## config.mk

```make
export PLATFORM = sky130hd
export DESIGN_NAME = writeback_arb
export DESIGN_NICKNAME = d
export VERILOG_FILES = /design/src/rtl/writeback_arb.sv
export SDC_FILE = /design/constraint.sdc
export NUM_CORES = 1
export LEC_CHECK = 0
export ABC_AREA = 1
export BUFFER_PORTS_ARGS = -buffer_cell sky130_fd_sc_hd__buf_2
export CORE_AREA = 2 2 152 154
export DETAILED_ROUTE_END_ITERATION = 7
export DIE_AREA = 0 0 154 156
export PLACE_DENSITY_LB_ADDON = 0.3
export SLEW_MARGIN = 10
export SYNTH_ARGS = -nofsm -noshare
export SYNTH_HDL_FRONTEND = slang
export SYNTH_SLANG_ARGS = --single-unit
```

## constraint.sdc

```tcl
create_clock -name clk -period 5.4 [get_ports clk]
set_input_delay 0.27 -clock clk [delete_from_list [all_inputs] [get_ports clk]]
set_output_delay 0.27 -clock clk [all_outputs]
set_load 0.1 [all_outputs]
```

## src/rtl/writeback_arb.sv

```systemverilog
// writeback_arb
//   Collects results from p_num_pipes execute pipes into a single output
//   stage. Each completed entry drives one register-file write (when its
//   wen is set) and one completion toward commit. Pipes are granted
//   round-robin: the search starts at ptr and wraps. ptr moves to the slot
//   after the winner, so every valid pipe is served within p_num_pipes grants.
//
// Ports
//   clk, rst                     clock, synchronous active-high reset
//   X_val / X_rdy                per-pipe valid / accepted-this-cycle
//   X_pc, X_seq_num, X_waddr,
//   X_wdata, X_wen, X_preg,
//   X_ppreg                      per-pipe result fields
//   rf_wen, rf_waddr, rf_wdata   register-file write port
//   C_val / C_rdy                completion handshake toward commit
//   C_pc .. C_ppreg              completion fields, straight from the stage
module writeback_arb #(
  parameter int p_num_pipes      = 3,
  parameter int p_seq_num_bits   = 5,
  parameter int p_phys_addr_bits = 6
) (
  input  logic                                             clk,
  input  logic                                             rst,
  input  logic [p_num_pipes-1:0]                           X_val,
  output logic [p_num_pipes-1:0]                           X_rdy,
  input  logic [p_num_pipes-1:0][31:0]                     X_pc,
  input  logic [p_num_pipes-1:0][p_seq_num_bits-1:0]       X_seq_num,
  input  logic [p_num_pipes-1:0][4:0]                      X_waddr,
  input  logic [p_num_pipes-1:0][31:0]                     X_wdata,
  input  logic [p_num_pipes-1:0]                           X_wen,
  input  logic [p_num_pipes-1:0][p_phys_addr_bits-1:0]     X_preg,
  input  logic [p_num_pipes-1:0][p_phys_addr_bits-1:0]     X_ppreg,
  output logic                                             rf_wen,
  output logic [p_phys_addr_bits-1:0]                      rf_waddr,
  output logic [31:0]                                      rf_wdata,
  output logic                                             C_val,
  input  logic                                             C_rdy,
  output logic [31:0]                                      C_pc,
  output logic [p_seq_num_bits-1:0]                        C_seq_num,
  output logic [4:0]                                       C_waddr,
  output logic [31:0]                                      C_wdata,
  output logic                                             C_wen,
  output logic [p_phys_addr_bits-1:0]                      C_preg,
  output logic [p_phys_addr_bits-1:0]                      C_ppreg
);

  localparam int PTR_BITS = (p_num_pipes > 1) ? $clog2(p_num_pipes) : 1;

  logic [PTR_BITS-1:0]         ptr_q, ptr_d;
  logic [PTR_BITS-1:0]         grant_idx;
  logic                        grant_found;
  logic                        out_val_q, out_val_d;
  logic                        stage_free;
  logic                        x_xfer;
  logic                        c_xfer;

  logic [31:0]                 pc_q;
  logic [p_seq_num_bits-1:0]   seq_num_q;
  logic [4:0]                  waddr_q;
  logic [31:0]                 wdata_q;
  logic                        wen_q;
  logic [p_phys_addr_bits-1:0] preg_q;
  logic [p_phys_addr_bits-1:0] ppreg_q;

  // Round-robin search starting at ptr. Only X_val and ptr feed the grant,
  // so X_rdy never depends on the data fields.
  always_comb begin : grant_search
    int                  idx;
    logic [PTR_BITS-1:0] cand;
    grant_found = 1'b0;
    grant_idx   = '0;
    idx         = 0;
    cand        = '0;
    for (int k = 0; k < p_num_pipes; k++) begin
      idx = int'(ptr_q) + k;
      if (idx >= p_num_pipes) begin
        idx = idx - p_num_pipes;
      end
      cand = PTR_BITS'(idx);
      if (!grant_found && X_val[cand]) begin
        grant_found = 1'b1;
        grant_idx   = cand;
      end
    end
  end

  // The stage can take a new entry when empty or when it is draining this
  // cycle. Reset blocks both handshakes so nothing moves while rst is high.
  assign stage_free = !out_val_q || C_rdy;
  assign x_xfer     = grant_found && stage_free && !rst;
  assign c_xfer     = out_val_q && C_rdy && !rst;

  always_comb begin : rdy_decode
    X_rdy = '0;
    if (x_xfer) begin
      X_rdy[grant_idx] = 1'b1;
    end
  end

  always_comb begin : next_state
    out_val_d = out_val_q;
    ptr_d     = ptr_q;
    if (x_xfer) begin
      // A load wins over a drain: back-to-back results keep out_val high.
      out_val_d = 1'b1;
      ptr_d     = (grant_idx == PTR_BITS'(p_num_pipes - 1)) ? '0
                                                            : grant_idx + PTR_BITS'(1);
    end else if (c_xfer) begin
      out_val_d = 1'b0;
    end
  end

  always_ff @(posedge clk) begin
    if (rst) begin
      out_val_q <= 1'b0;
      ptr_q     <= '0;
    end else begin
      out_val_q <= out_val_d;
      ptr_q     <= ptr_d;
    end
  end

  // Payload needs no reset: it is only observed while out_val_q is set.
  always_ff @(posedge clk) begin
    if (x_xfer) begin
      pc_q      <= X_pc[grant_idx];
      seq_num_q <= X_seq_num[grant_idx];
      waddr_q   <= X_waddr[grant_idx];
      wdata_q   <= X_wdata[grant_idx];
      wen_q     <= X_wen[grant_idx];
      preg_q    <= X_preg[grant_idx];
      ppreg_q   <= X_ppreg[grant_idx];
    end
  end

  // The register file is written on the completion handshake itself, so each
  // entry is written exactly once, and never for an entry discarded by reset.
  assign C_val     = out_val_q && !rst;
  assign rf_wen    = c_xfer && wen_q;
  assign rf_waddr  = preg_q;
  assign rf_wdata  = wdata_q;

  assign C_pc      = pc_q;
  assign C_seq_num = seq_num_q;
  assign C_waddr   = waddr_q;
  assign C_wdata   = wdata_q;
  assign C_wen     = wen_q;
  assign C_preg    = preg_q;
  assign C_ppreg   = ppreg_q;

endmodule

```

Yosys cells after proc, flatten, opt, wreduce, memory -nomap -nowiden
Index checks and enable logic that the tools add are counted.
{ "totals": {"in_bits": 267, "elab_cells": 74, "ff_bits": 90, "output_inout_bits": 130} }
{ "op_classes": {"muxes": 35, "n_eq_ne": 1, "order_cmp": 8, "addsub": 6, "reduce_logical": 15} }
{ "op_table": {"columns": ["cell", "n"], "rows": [
  ["$bmux W32 S2", 2],
  ["$mux W32", 2],
  ["$bmux W6 S2", 2],
  ["$bmux W5 S2", 2],
  ["$mux W2", 7],
  ["$lt A2 B3 Y1 const B", 4],
  ["$mux W6", 2],
  ["$mux W1", 10],
  ["$mux W5", 2],
  ["$logic_and A1 B1 Y1", 9],
  ["$bmux W1 S2", 4],
  ["$ge A3 B2 Y1 const B", 2],
  ["$sub A2 B2 Y2 const B", 3],
  ["$logic_not A1 Y1", 4],
  ["$add A2 B1 Y3 const B", 1],
  ["$add A2 B2 Y3 const B", 1],
  ["$mux W3", 1],
  ["$add A2 B1 Y2 const B", 1],
  ["$demux W1 S2", 1],
  ["$eq A2 B2 Y1 const B", 1],
  ["$ge A2 B1 Y1 const B", 1],
  ["$ge A2 B2 Y1 const B", 1],
  ["$reduce_bool A2 Y1", 1],
  ["$logic_or A1 B1 Y1", 1]
]} }

Longest topological paths before layout
{ "logic_depth": {"ltp_word": 16, "mapped_depth": 14, "mapped_depth_nobuf": 12} }

Worst setup path before layout
OpenSTA, ideal clock, no wires.
{ "synth_timing": {"path_type": "register to output", "start": "reg ptr_q[0]", "end": "out X_rdy[0]", "n_path_buf": 0, "arrival_time_ns": 4.561, "setup_slack_ns": 0.569, "required_ns": 5.130, "path_stages_with_launch": 12, "cell_sequence": "dfxtp_1 inv_1 ha_1 inv_2 nand3_1 nand2_1 nor2_4 nand3_1 nand3_1 inv_1 nand2_1 nor2_1"} }
{ "synth_between": {"elab_chain_cells": 16, "word_cells_on_any_way": 35, "cone_classes": "add/sub: 5; order compare: 5; mux: 18; reduce/logical: 7"} }
{ "synth_rtl": {"columns": ["element", "line", "rtl"], "rows": [
  ["start, declared", "49", "logic [PTR_BITS-1:0] ptr_q, ptr_d;"],
  ["start signal, assigned", "119", "ptr_q <= ptr_d;"],
  ["branches (longest 15 deep; another with $add A2 B1 Y3)", null, null],
  ["$mux W3 *", "95", "if (x_xfer) begin"],
  ["end, declared", "25", "output logic [p_num_pipes-1:0] X_rdy,"]
]} }
Every way passes the cells marked *. The select of a mux whose other input is x is not followed.

Final worst setup path
{ "layout_timing": {"start": "reg ptr_q[0]", "end": "reg preg_q[1] (netlist: C_preg[1]), data pin"} }
{ "layout_between": {"elab_chain_cells": 13, "word_cells_on_any_way": 28, "cone_classes": "add/sub: 5; order compare: 3; mux: 16; reduce/logical: 4"} }
{ "layout_rtl": {"columns": ["element", "line", "rtl"], "rows": [
  ["branches (longest 10 deep; another with $add A2 B1 Y3)", null, null],
  ["$mux W2 *", "80", "if (!grant_found && X_val[cand]) begin"],
  ["$bmux W6 S2 *", "131", "preg_q <= X_preg[grant_idx];"],
  ["$mux W6 (implied by the code) *", "131", null],
  ["end signal, assigned", "131", null],
  ["end, declared", "62", "logic [p_phys_addr_bits-1:0] preg_q;"]
]} }
Marked as above.
A chain may end at the register's enable or synchronous reset.

==> flow_summary.ini <==
[die]
fp.dieArea_mm2 = 0.0240
pin_count = 397
row_count = 55
core_area_mm2 = 0.0224
die_h_um = 156
die_w_um = 154
start_util_pct = 23.3

[timing]
fmax_mhz = 281
skew_ps = 13.5
hold_viol = 0
whs_ps = 98.4
fin_crit_ps = 3550
slew_headroom_pct = 29.7
min_period_over_period_pct = 65.8
slew_violations = 0
finalSetupViolations = 0
rsz0062_at_grt = false
finalSetupTns_ps = 0
worstMarginPinSlew_ps = 1060

[synthesis]
syn_area_mm2 = 0.00522
synth_nets = 872
synth_warnings = 0
synth-edff-count = 87
async_reset_ff_share_pct = 0
synth-main-ff-cell = edfxtp_1
synthCells = 601
syn-mean-instance-area_um2 = 8.68
ys_types = 22
synth.most_common_cell = nand3_1
synth_area_leaders = edfxtp_1 50%, nand3_1 26%, nand2_1 7.9%
synth_top_cells_by_count = 273 x nand3_1, 110 x nand2_1, 87 x edfxtp_1
yosysTopAreaCellShare_pct = 50.1
yosysTopAreaCell = edfxtp_1
synth-seq-area-share_pct = 51.2
ys_seq_elements = 90

[cts]
ctsHoldBuffers = 0
numCtsBuffers = 9
postCtsSetupBuffers = 0
root_buffer = clkbuf_16
numClockSinks = 90
clk_latency_ps = 350
ctsResizeCount = 0
htree_levels = 3
cts_tree = yes
cts_buffer_depth = 2
clk_pin_slew_ps = 70

[place]
place.detailed.hpwl_um = 15200
portBuffers = 396
place.gp.congestion = 0.851
placed_area_mm2 = 0.00709

[grt]
grt_max_degree = 100
grt_remaining_overflow = 0
gr-usage-all-layers_pct = 16.2
first_global_vias = 5343
antenna_found_initial = 1
grt_pass1_wl_um = 29900

[critical_path]
worstSetupStartpoint = ptr_q[0]
crit_type = reg -> reg
critPathLaunchType = flop
cp.arrival_ps = 3770
crit_fanout = 80
end_kind = flop
required_ps = 5610
cp_slowest_cell = inv_2
cpPeakStageDelay_ps = 800
critical_path.cell_chain = inv_1 > ha_1 > inv_2 > nand3_1 > nand2_1 > nor2_4 > nand3_1 > nand2_1 > nand2_8 > inv_2 > buf_4 > nand2_1 > nand3_1
worstReg2RegStart = ptr_q[0]

[job]
cap_viol_max_count = 0

[route]
wl_um = 20500
via_per_inst = 4.66
route.vias.total = 5671
first_iter_violations = 407
drcViolationCount = 0
drt_pass1_iterations = 5
wire_per_inst_um = 16.9
ant_nets = 0

[power_and_ir_drop]
pwr-share-seq_pct = 21.9
peakVddDrop_mv = 0.304
p_int_uw = 2150
powerDensity_mw_per_mm2 = 743
power.share.switching_pct = 61.2
combPwrFrac_pct = 64.0
p_leak_uw = 0.00359
p_switching_uw = 3380
power_frac_clock_pct = 14.1

[cells_and_area]
stdcell_area_mm2 = 0.00745
diodes = 0
area_delta_synth_final_pct = 42.7
nFillCells = 2386
fin_nets = 1199
layout-drive-gt1-share_pct = 45.5

[min_path]
min_from = rst
min_path_type = in -> reg

[outcome]
status = finished, final reports clean
-- sequential cells by signal, indices dropped and copies added, names as in the netlist --
signal and cells:
C_wen 1, out_val_q 1, ptr_q 2, C_ppreg 6, C_pc 32, C_seq_num 5, C_wdata 32, C_preg 6
C_waddr 5
-- cell families after synthesis --
group / synth area share, %
compound gates: 0.624
fa+ha+maj: 0.960
buf+inv: 11.2
flops: 51.2
simple gates: 36.0
-- per-stage QoR --
stage	setup WS, ps	util [%]	instances	power, µW
floorplan	569	-	601	4290
global placement	1920	31.7	1202	4780
detailed placement	1860	31.7	1202	4790
CTS	1840	33.3	1216	5590
global route	1550	33.3	1216	5790
finish	1850	33.3	1216	5530
-- worst max-delay path: cells and delay by family (launching register included) --
| family | cells | cell delay, ps |
|---|---|---|
| DFF | 1 | 360 |
| adders and majority gates | 1 | 370 |
| buffers and inverters | 4 | 1490 |
| and+or+nand+nor | 8 | 1080 |
-- power groups by stage --
| stage | Sequential (µW) | Combinational, µW | Clock [µW] |
|---|---|---|---|
| global route | 1230 | 3730 | 832 |
| global placement | 1230 | 3550 | 0 |
| floorplan | 2640 | 1650 | 0 |
| detailed placement | 1230 | 3560 | 0 |
| CTS | 1220 | 3560 | 809 |
| finish | 1210 | 3540 | 778 |
-- cell type report --
class / instances / area (µm²) / area share (%)
inverter: 17 / 66.3 / 0.891
multi-input combinational: 410 / 1980 / 26.7
clock buffer: 9 / 225 / 3.02
sequential: 90 / 2670 / 35.9
clock inverter: 5 / 129 / 1.73
timing repair buffer: 400 / 2010 / 27.0
tap: 285 / 357 / 4.79
-- cell usage in the layout, fill, tap and decap left out, types with 2 or more instances in the layout --
| cell | count |
|---|---|
| nand2_4 | 2 |
| ha_1 | 4 |
| nand3_1 | 273 |
| a21oi_1 | 2 |
| inv_1 | 12 |
| inv_2 | 4 |
| buf_4 | 4 |
| bufinv_16 | 4 |
| buf_2 | 396 |
| nand2_1 | 110 |
| o21ai_0 | 2 |
| nor2_1 | 5 |
| edfxtp_1 | 87 |
| clkbuf_16 | 9 |
| nand4_1 | 4 |
| dfxtp_1 | 3 |
-- routing by layer --
metal | vias up | wire length, µm | global-route usage (%)
met5 | - | 0 | 0
met4 | 0 | 413 | 5.92
met3 | 31 | 1610 | 3.78
met2 | 262 | 10400 | 27.9
met1 | 2635 | 8100 | 19.7
li1 | 2743 | - | -
-- path summary, 6_finish.rpt --
path               endpoint  slack, ps  cells after the start
setup / recovery  C_preg[1]       1850                     13
hold / removal     ptr_q[1]        100                      2
setup reg to reg  C_preg[1]       1850                     13
hold reg to reg    ptr_q[1]        520                      2
Note: power is estimated with default switching activity, not from simulation.
